`config.mk`:
```
export PLATFORM = sky130hd
export DESIGN_NAME = fp_add_arbiter
export DESIGN_NICKNAME = d
export VERILOG_FILES = /design/src/rtl/fp_add_pkg.sv /design/src/rtl/rr_arb2.sv /design/src/rtl/fp_add_arbiter.sv
export SDC_FILE = /design/constraint.sdc
export NUM_CORES = 1
export LEC_CHECK = 0
export ABC_AREA = 1
export BUFFER_PORTS_ARGS = -buffer_cell sky130_fd_sc_hd__buf_2
export CAP_MARGIN = 30
export CORE_AREA = 2 2 118 120
export CTS_CLUSTER_DIAMETER = 200
export DETAILED_ROUTE_END_ITERATION = 7
export DIE_AREA = 0 0 120 122
export GPL_TIMING_DRIVEN = 0
export PLACE_DENSITY = 0.5
export SETUP_SLACK_MARGIN = 0.1
export SLEW_MARGIN = 0
export SYNTH_ARGS = -nofsm -noshare
export SYNTH_HDL_FRONTEND = slang
export SYNTH_SLANG_ARGS = --single-unit
```
`constraint.sdc`:
```
create_clock -name clk -period 1.7 [get_ports clk]
set_clock_uncertainty 0.05 [all_clocks]
set_input_delay 0.255 -clock clk [delete_from_list [all_inputs] [get_ports clk]]
set_output_delay 0.255 -clock clk [all_outputs]
set_load 0.03 [all_outputs]
```
`src/rtl/fp_add_pkg.sv`:
```
// Shared types and constants for the two-requester FP adder front end.
// The adder datapath lives outside; only its width and default depth are fixed here.
package fp_add_pkg;

  localparam int FP_WIDTH       = 32;
  localparam int STAGES_DEFAULT = 4;

  typedef logic [FP_WIDTH-1:0] fp_t;

  typedef enum logic {
    REQ0 = 1'b0,
    REQ1 = 1'b1
  } req_id_e;

  function automatic req_id_e other_req(input req_id_e id);
    return (id == REQ0) ? REQ1 : REQ0;
  endfunction

endpackage

```
`src/rtl/rr_arb2.sv`:
```
// Two-way round-robin arbiter; the pointer remembers the last winner and only
// moves when a grant is actually issued.
module rr_arb2
  import fp_add_pkg::*;
(
  input  logic       clk,
  input  logic       rst,
  input  logic       en,
  input  logic [1:0] req,
  output logic [1:0] grant,
  output logic       grant_any,
  output req_id_e    grant_idx
);

  req_id_e last_q;

  always_comb begin
    grant = '0;
    if (en) begin
      if (req == 2'b11) grant[other_req(last_q)] = 1'b1;
      else              grant = req;
    end
  end

  assign grant_any = |grant;
  assign grant_idx = grant[1] ? REQ1 : REQ0;

  // Reset as if requester 1 won last, so requester 0 takes the first contended slot.
  always_ff @(posedge clk) begin
    if (rst)            last_q <= REQ1;
    else if (grant_any) last_q <= grant_idx;
  end

endmodule

```
`src/rtl/fp_add_arbiter.sv`:
```
// Shares one pipelined FP adder between two requesters; tracks ownership of each
// in-flight op and stalls the whole pipe when the owner of the last stage backpressures.
module fp_add_arbiter
  import fp_add_pkg::*;
#(
  parameter int STAGES = STAGES_DEFAULT
) (
  input  logic                clk,
  input  logic                rst,
  input  logic                req0_valid,
  input  logic [FP_WIDTH-1:0] req0_a,
  input  logic [FP_WIDTH-1:0] req0_b,
  output logic                req0_ready,
  input  logic                req1_valid,
  input  logic [FP_WIDTH-1:0] req1_a,
  input  logic [FP_WIDTH-1:0] req1_b,
  output logic                req1_ready,
  output logic                pipe_en,
  output logic [FP_WIDTH-1:0] pipe_a,
  output logic [FP_WIDTH-1:0] pipe_b,
  input  logic [FP_WIDTH-1:0] pipe_result,
  output logic                rsp0_valid,
  input  logic                rsp0_ready,
  output logic [FP_WIDTH-1:0] rsp0_data,
  output logic                rsp1_valid,
  input  logic                rsp1_ready,
  output logic [FP_WIDTH-1:0] rsp1_data,
  output logic                busy
);

  logic [STAGES-1:0] v;
  logic [STAGES-1:0] t;
  logic [1:0]        rsp_ready;
  logic [1:0]        grant;
  logic              grant_any;
  req_id_e           grant_idx;
  logic              owner;
  logic              last_vld;

  assign owner     = t[STAGES-1];
  assign last_vld  = v[STAGES-1];
  assign rsp_ready = {rsp1_ready, rsp0_ready};

  // Only the owner of the head op can hold the pipe; rst forces it open.
  assign pipe_en = rst | ~last_vld | rsp_ready[owner];

  rr_arb2 u_arb (
    .clk       (clk),
    .rst       (rst),
    .en        (pipe_en & ~rst),
    .req       ({req1_valid, req0_valid}),
    .grant     (grant),
    .grant_any (grant_any),
    .grant_idx (grant_idx)
  );

  assign req0_ready = grant[0];
  assign req1_ready = grant[1];
  assign pipe_a     = grant[1] ? req1_a : req0_a;
  assign pipe_b     = grant[1] ? req1_b : req0_b;

  always_ff @(posedge clk) begin
    if (rst) begin
      v <= '0;
      t <= '0;
    end else if (pipe_en) begin
      v <= {v[STAGES-2:0], grant_any};
      t <= {t[STAGES-2:0], logic'(grant_idx)};
    end
  end

  assign rsp0_valid = ~rst & last_vld & ~owner;
  assign rsp1_valid = ~rst & last_vld &  owner;
  assign rsp0_data  = pipe_result;
  assign rsp1_data  = pipe_result;
  assign busy       = ~rst & (|v);

endmodule

```
==> results.yml, run 1 <==
run_status:
  status: "complete, but fails checks"
  violations: "negative setup slack"
power_and_ir_drop:
  p_leak_uw: 0.00265
  combPwrFrac: 0.719
  p_int_uw: 1270
  seqPwrFrac: 0.101
  p_sw_uw: 1000
  swShare: 0.441
  design_power_total_uw: 2270
  irDropWorstVdd_uv: 310
  power.density_nw_per_um2: 468
  clockPowerShare: 0.180
sta:
  rsz0062_at_grt: "true"
  setup_violations: 66
  whs_ns: 0.279
  setup_slack_ns: -0.110
  finalMaxSlewViolations: 0
  tightest_slew_ns: 0.495
  period_minus_slack_ns: 1.81
  hold_viol: 0
  relSlewSlack: 0.670
  fin_tns_setup_ns: -4.97
  max_freq_ghz: 0.553
  fin_crit_sh: 1.06
cells_and_area:
  final_nets: 798
  finalInstanceArea_um2: 4850
  drive_above_1_share: 0.773
  antenna_cells: 0
  area_delta_synth_final_pct: 151
placement:
  finalWeightedCongestion: 0.735
  portBuffers: 267
  dp_slack_ns: -0.192
  place_hpwl_um: 8090
  placed_area_um2: 3490
worst_setup_path:
  startpoint: "t[3]$_SDFFE_PP0P_"
  cp.arrival_ns: 1.50
  cp-end-kind: "output pin"
  critPathRequiredTime_ns: 1.39
  worst-setup-path-type: "flop to output pin"
  cp-start-kind: "flop"
  worstPathMaxFanout: 10
  r2r_cells: 9
  r2r-start: "t[3]$_SDFFE_PP0P_"
grt:
  grt_overflow: 0
  grt_max_degree: 11
  track_usage: 0.125
  grt_pass1_wl_um: 14800
  antenna_found_initial: 0
  first_global_vias: 2942
logic_synthesis:
  syn_area_um2: 1930
  yosysTopAreaCell: "buf_4"
  synthArstFlopShare: 0
  ys_top_cells_by_area: "buf_4 (28%), nand2_1 (28%), nand4_1 (21%), dfxtp_1 (9.3%), buf_2 (2.6%)"
  synth_edf_count: 0
  syn_area_per_cell_um2: 5.66
  yosys_register_bits: 9
  synth_common_cells: "nand2_1 (142), buf_4 (73), nand4_1 (64)"
  ys_warn_count: 0
  syn_inst: 341
  syn_nets: 507
  yosys.area.top_type_share: 0.284
  ys_types: 18
  seq_area_frac_synth: 0.0933
  ys.flop_type: "dfxtp_1"
  synth.most_common_cell: "nand2_1"
route:
  first_pass_iters: 4
  avgViaCountPerCell: 4.10
  wl_per_cell_um: 13.4
  ant_nets: 0
  drtIter0Drc: 68
  wl_um: 10800
  drcViolationCount: 0
  vias: 3323
job:
  maxCapViolations: 0
clock_network:
  cts_tree: "yes"
  clk_path_buf_depth: 2
  path_clk_slew_ns: 0.04
  clock_latency_ns: 0.23
  cts_max_level: 1
  numCtsBuffers: 3
  clock-sinks: 9
  clock-root-buffer: "clkbuf_16"
  hold_buffers: 0
die:
  initial_core_util: 0.143
  die_w_um: 120
  chipHeight_um: 122
  coreArea_um2: 13500
  ios: 300
  die_area_um2: 14600
  num_rows: 43
min_path:
  min_path_cells: 3
  hp-class: "input port to flop"
  hp-start: "rst"
layout by cell type (no fill, tap or decap), types with 3 or more instances in the layout:
cell type,instances
nor2_1,7
nand2_4,25
buf_4,82
inv_1,6
o21ai_0,3
dfxtp_1,6
buf_8,12
buf_12,5
clkbuf_16,8
buf_6,64
nand3_1,4
nand2_1,45
buf_16,3
buf_2,202
nand2_2,72
nand4_1,64
cell families (layout without fill, tap and decap cells):
| group | Yosys count | count (layout) | synth area share |
|---|---|---|---|
| and+or+nand+nor | 221 | 221 | 0.520 |
| AOI/OAI and AO/OA | 8 | 8 | 0.0227 |
| buffers and inverters | 103 | 393 | 0.364 |
| DFF | 9 | 9 | 0.0933 |
layer usage:
metal | wire length [um] | track usage
met5 | 0 | 0
met4 | 156 | 0.0265
met3 | 825 | 0.0206
met2 | 5880 | 0.245
met1 | 3990 | 0.141
layout make-up:
class	count	area (um^2)
plain buffers	93	832
clock buffers	3	75.1
clock inverters	1	5.00
fillers	1451	8650
inverters	10	43.8
multi-input cells	229	1450
flip-flops and latches	9	186
well taps	180	225
repair buffers	286	2030
final timing paths:
path / endpoint / slack (ns)
worst max-delay path: pipe_b[18] / -0.11
worst min-delay path: u_arb.last_q$_SDFFE_PP1P_ / 0.28
worst max register to register: t[0]$_SDFFE_PP0P_ / 0.24
worst min register to register: t[1]$_SDFFE_PP0P_ / 0.40
flip-flops by register name, summed over array words and instances, names as in the netlist:
signal        count
t                 4
v                 4
u_arb.last_q      1
what timing repair did:
action | CTS | global route
pin swaps | 17 | 31
buffers inserted | 9 | 2
gates resized for setup | 217 | 99
endpoints found under the hold margin | 0 | 0
cloned | 3 | 5
setup endpoints to repair | 67 | 67
worst max-delay path: stages (launching register included):
cell	delay (ns)
dfxtp_4	0.36
inv_4	0.06
nand2_4	0.05
nand3_4	0.10
buf_12	0.17
buf_6	0.15
nand4_1	0.12
nand2_2	0.13
buf_6	0.13
power by group through the flow:
stage	Combinational [uW]	Sequential (uW)	Clock, uW
6_report	1630	229	408
5_1_grt	1730	231	437
4_1_cts	1520	231	415
3_5_place_dp	1220	233	0
3_3_place_gp	1210	233	0
2_1_floorplan	796	232	0
per-stage QoR:
stage                     std cells  utilization
after floorplan                 341            -
after global placement          788        0.259
after detailed placement        788        0.259
after CTS                       804        0.326
after global routing            811        0.359
final                           811        0.359
Note: power is estimated with default switching activity, not from simulation.
==> run 2: changes to the inputs <==
--- a/config.mk
+++ b/config.mk
@@ -5,17 +5,16 @@
 export SDC_FILE = /design/constraint.sdc
 export NUM_CORES = 1
 export LEC_CHECK = 0
-export ABC_AREA = 1
 export BUFFER_PORTS_ARGS = -buffer_cell sky130_fd_sc_hd__buf_2
 export CAP_MARGIN = 30
-export CORE_AREA = 2 2 118 120
+export CORE_AREA = 2 2 115 117
 export CTS_CLUSTER_DIAMETER = 200
 export DETAILED_ROUTE_END_ITERATION = 7
-export DIE_AREA = 0 0 120 122
+export DIE_AREA = 0 0 117 119
 export GPL_TIMING_DRIVEN = 0
-export PLACE_DENSITY = 0.5
+export PLACE_DENSITY = 0.52
 export SETUP_SLACK_MARGIN = 0.1
-export SLEW_MARGIN = 0
+export SLEW_MARGIN = 20
 export SYNTH_ARGS = -nofsm -noshare
 export SYNTH_HDL_FRONTEND = slang
 export SYNTH_SLANG_ARGS = --single-unit
==> results.yml, run 2 <==
min_path:
  hp-class: "input port to flop"
cells_and_area:
  final_common_cell: "buf_2"
  drive_above_1_share: 0.943
  area_delta_synth_final_pct: 120
  antenna_cells: 0
  layout.cells.non_filler: 647
  final_nets: 638
  layout_common_cells: "buf_2 (218), buf_4 (73), buf_6 (62)"
  fin_util: 0.322
  top_regs: "t (4), v (4), u_arb.last_q (1)"
  fill_cells: 1310
power_and_ir_drop:
  power.density_nw_per_um2: 493
  irDropWorstVdd_uv: 672
  design_power_total_uw: 2040
  p_leak_uw: 0.00227
sta:
  whs_ns: 0.274
  setup_slack_ns: -0.511
  tightest_slew_ns: 0.230
  fin_tns_setup_ns: -32.94
  setup_violations: 76
  finalMaxSlewViolations: 0
  relSlewSlack: 0.845
  max_freq_ghz: 0.452
  fin_crit_sh: 1.30
  hold_viol: 0
  rsz0062_at_grt: "true"
  period_minus_slack_ns: 2.21
logic_synthesis:
  ys_top_cells_by_area: "mux2_4 (32%), buf_4 (26%), mux2_2 (17%), dfxtp_1 (9.6%), buf_12 (4.3%)"
  synth_common_cells: "buf_4 (66), mux2_4 (40), mux2_2 (28)"
  ys_types: 26
  syn_inst: 180
  syn_nets: 346
  synth.most_common_cell: "buf_4"
  syn_area_um2: 1880
  synth_edf_count: 0
  ys_warn_count: 0
  yosysTopAreaCell: "mux2_4"
  yosys.area.top_type_share: 0.319
  ys.flop_type: "dfxtp_1"
  syn_area_per_cell_um2: 10.4
  synthArstFlopShare: 0
  seq_area_frac_synth: 0.0958
  yosys_register_bits: 9
worst_setup_path:
  worstPathMaxFanout: 2
  worst-setup-path-type: "flop to output pin"
  cp-start-kind: "flop"
  cp.arrival_ns: 1.91
  cp-end-kind: "output pin"
  critPathRequiredTime_ns: 1.39
route:
  ant_nets: 0
  avgViaCountPerCell: 3.65
  drcViolationCount: 0
  wl_per_cell_um: 12.3
  wl_um: 7990
  first_pass_iters: 4
  vias: 2361
  drtIter0Drc: 29
run_status:
  status: "complete, but fails checks"
  violations: "negative setup slack"
clock_network:
  clk_path_buf_depth: 2
  clock-root-buffer: "clkbuf_16"
  cts_max_level: 1
  cts_tree: "yes"
  path_clk_slew_ns: 0.04
  hold_buffers: 0
  numCtsBuffers: 3
  clock-sinks: 9
  clock_latency_ns: 0.24
die:
  die_w_um: 117
  coreArea_um2: 12900
  initial_core_util: 0.146
  ios: 300
  die_area_um2: 13900
  num_rows: 42
  chipHeight_um: 119
placement:
  portBuffers: 267
  place_hpwl_um: 6480
  finalWeightedCongestion: 0.748
  dp_cells: 623
grt:
  grt_overflow: 0
  grt_pass1_wl_um: 10500
  first_global_vias: 2336
  track_usage: 0.0947
  grt_max_degree: 11
  antenna_found_initial: 0
job:
  maxCapViolations: 0
## run 2: logic make-up after synthesis
logic type,Yosys count,synth area share
compound gates,12,0.0459
mux,69,0.494
simple gates,15,0.0439
flops,9,0.0958
buf+inv,75,0.320
## run 2: area by class of cell
class / instances / area [um^2] / area share
clock buffers: 3 / 75.1 / 0.0181
multi-input cells: 96 / 1200 / 0.289
inverters: 3 / 11.3 / 0.00272
repair buffers: 287 / 1850 / 0.446
clock inverters: 1 / 5.00 / 0.00121
plain buffers: 72 / 599 / 0.145
flip-flops and latches: 9 / 185 / 0.0447
well taps: 176 / 220 / 0.0532
## run 2: worst paths after layout
check                                        from                end  slack (ns)  cells after the start
worst max-delay path            t[3]$_SDFFE_PP0P_         req0_ready       -0.51                     10
worst min-delay path                   req1_valid  v[0]$_SDFFE_PP0P_        0.27                      3
worst max register to register  t[3]$_SDFFE_PP0P_  v[1]$_SDFFE_PP0P_       -0.29                     11
worst min register to register  t[0]$_SDFFE_PP0P_  t[0]$_SDFFE_PP0P_        0.42                      1
## run 2: critical path, stage by stage, from the launching register on
cell and delay [ns]:
dfxtp_4 0.35, mux2i_4 0.20, buf_4 0.14, buf_6 0.10, buf_6 0.10, buf_6 0.10
buf_6 0.10, buf_6 0.11, a21oi_4 0.14, and3_4 0.20, buf_6 0.12
## run 2: report_power, final
part | total, uW | switching, uW | internal, uW | leakage [uW]
combinational | 1390 | 699 | 690 | 0.00215
sequential | 231 | 9.58 | 221 | 0.0000752
clock | 423 | 112 | 311 | 0.0000409
total | 2040 | 821 | 1220 | 0.00227
## run 2: repair_timing
| item | in CTS | in global routing |
|---|---|---|
| endpoints found under the setup margin | 68 | 77 |
| buffers inserted | 17 | 2 |
| pin swaps | 4 | 4 |
| resized for setup | 120 | 12 |
| gates cloned | 1 | 1 |
| hold endpoints to repair | 0 | 0 |
## run 2: through the flow
stage / worst slack (ns) / instance area, um^2
after floorplan: -0.106 / 1910
after global placement: -0.504 / 3470
after detailed placement: -0.490 / 3470
after CTS: -0.535 / 4080
after global routing: -0.582 / 4140
final: -0.511 / 4140
## run 2: layer usage
metal	up-vias	wire (um)	track usage
li1	1141	-	-
met1	1075	2960	0.0993
met2	138	4390	0.196
met3	7	565	0.0122
met4	0	68	0.0147
met5	-	0	0
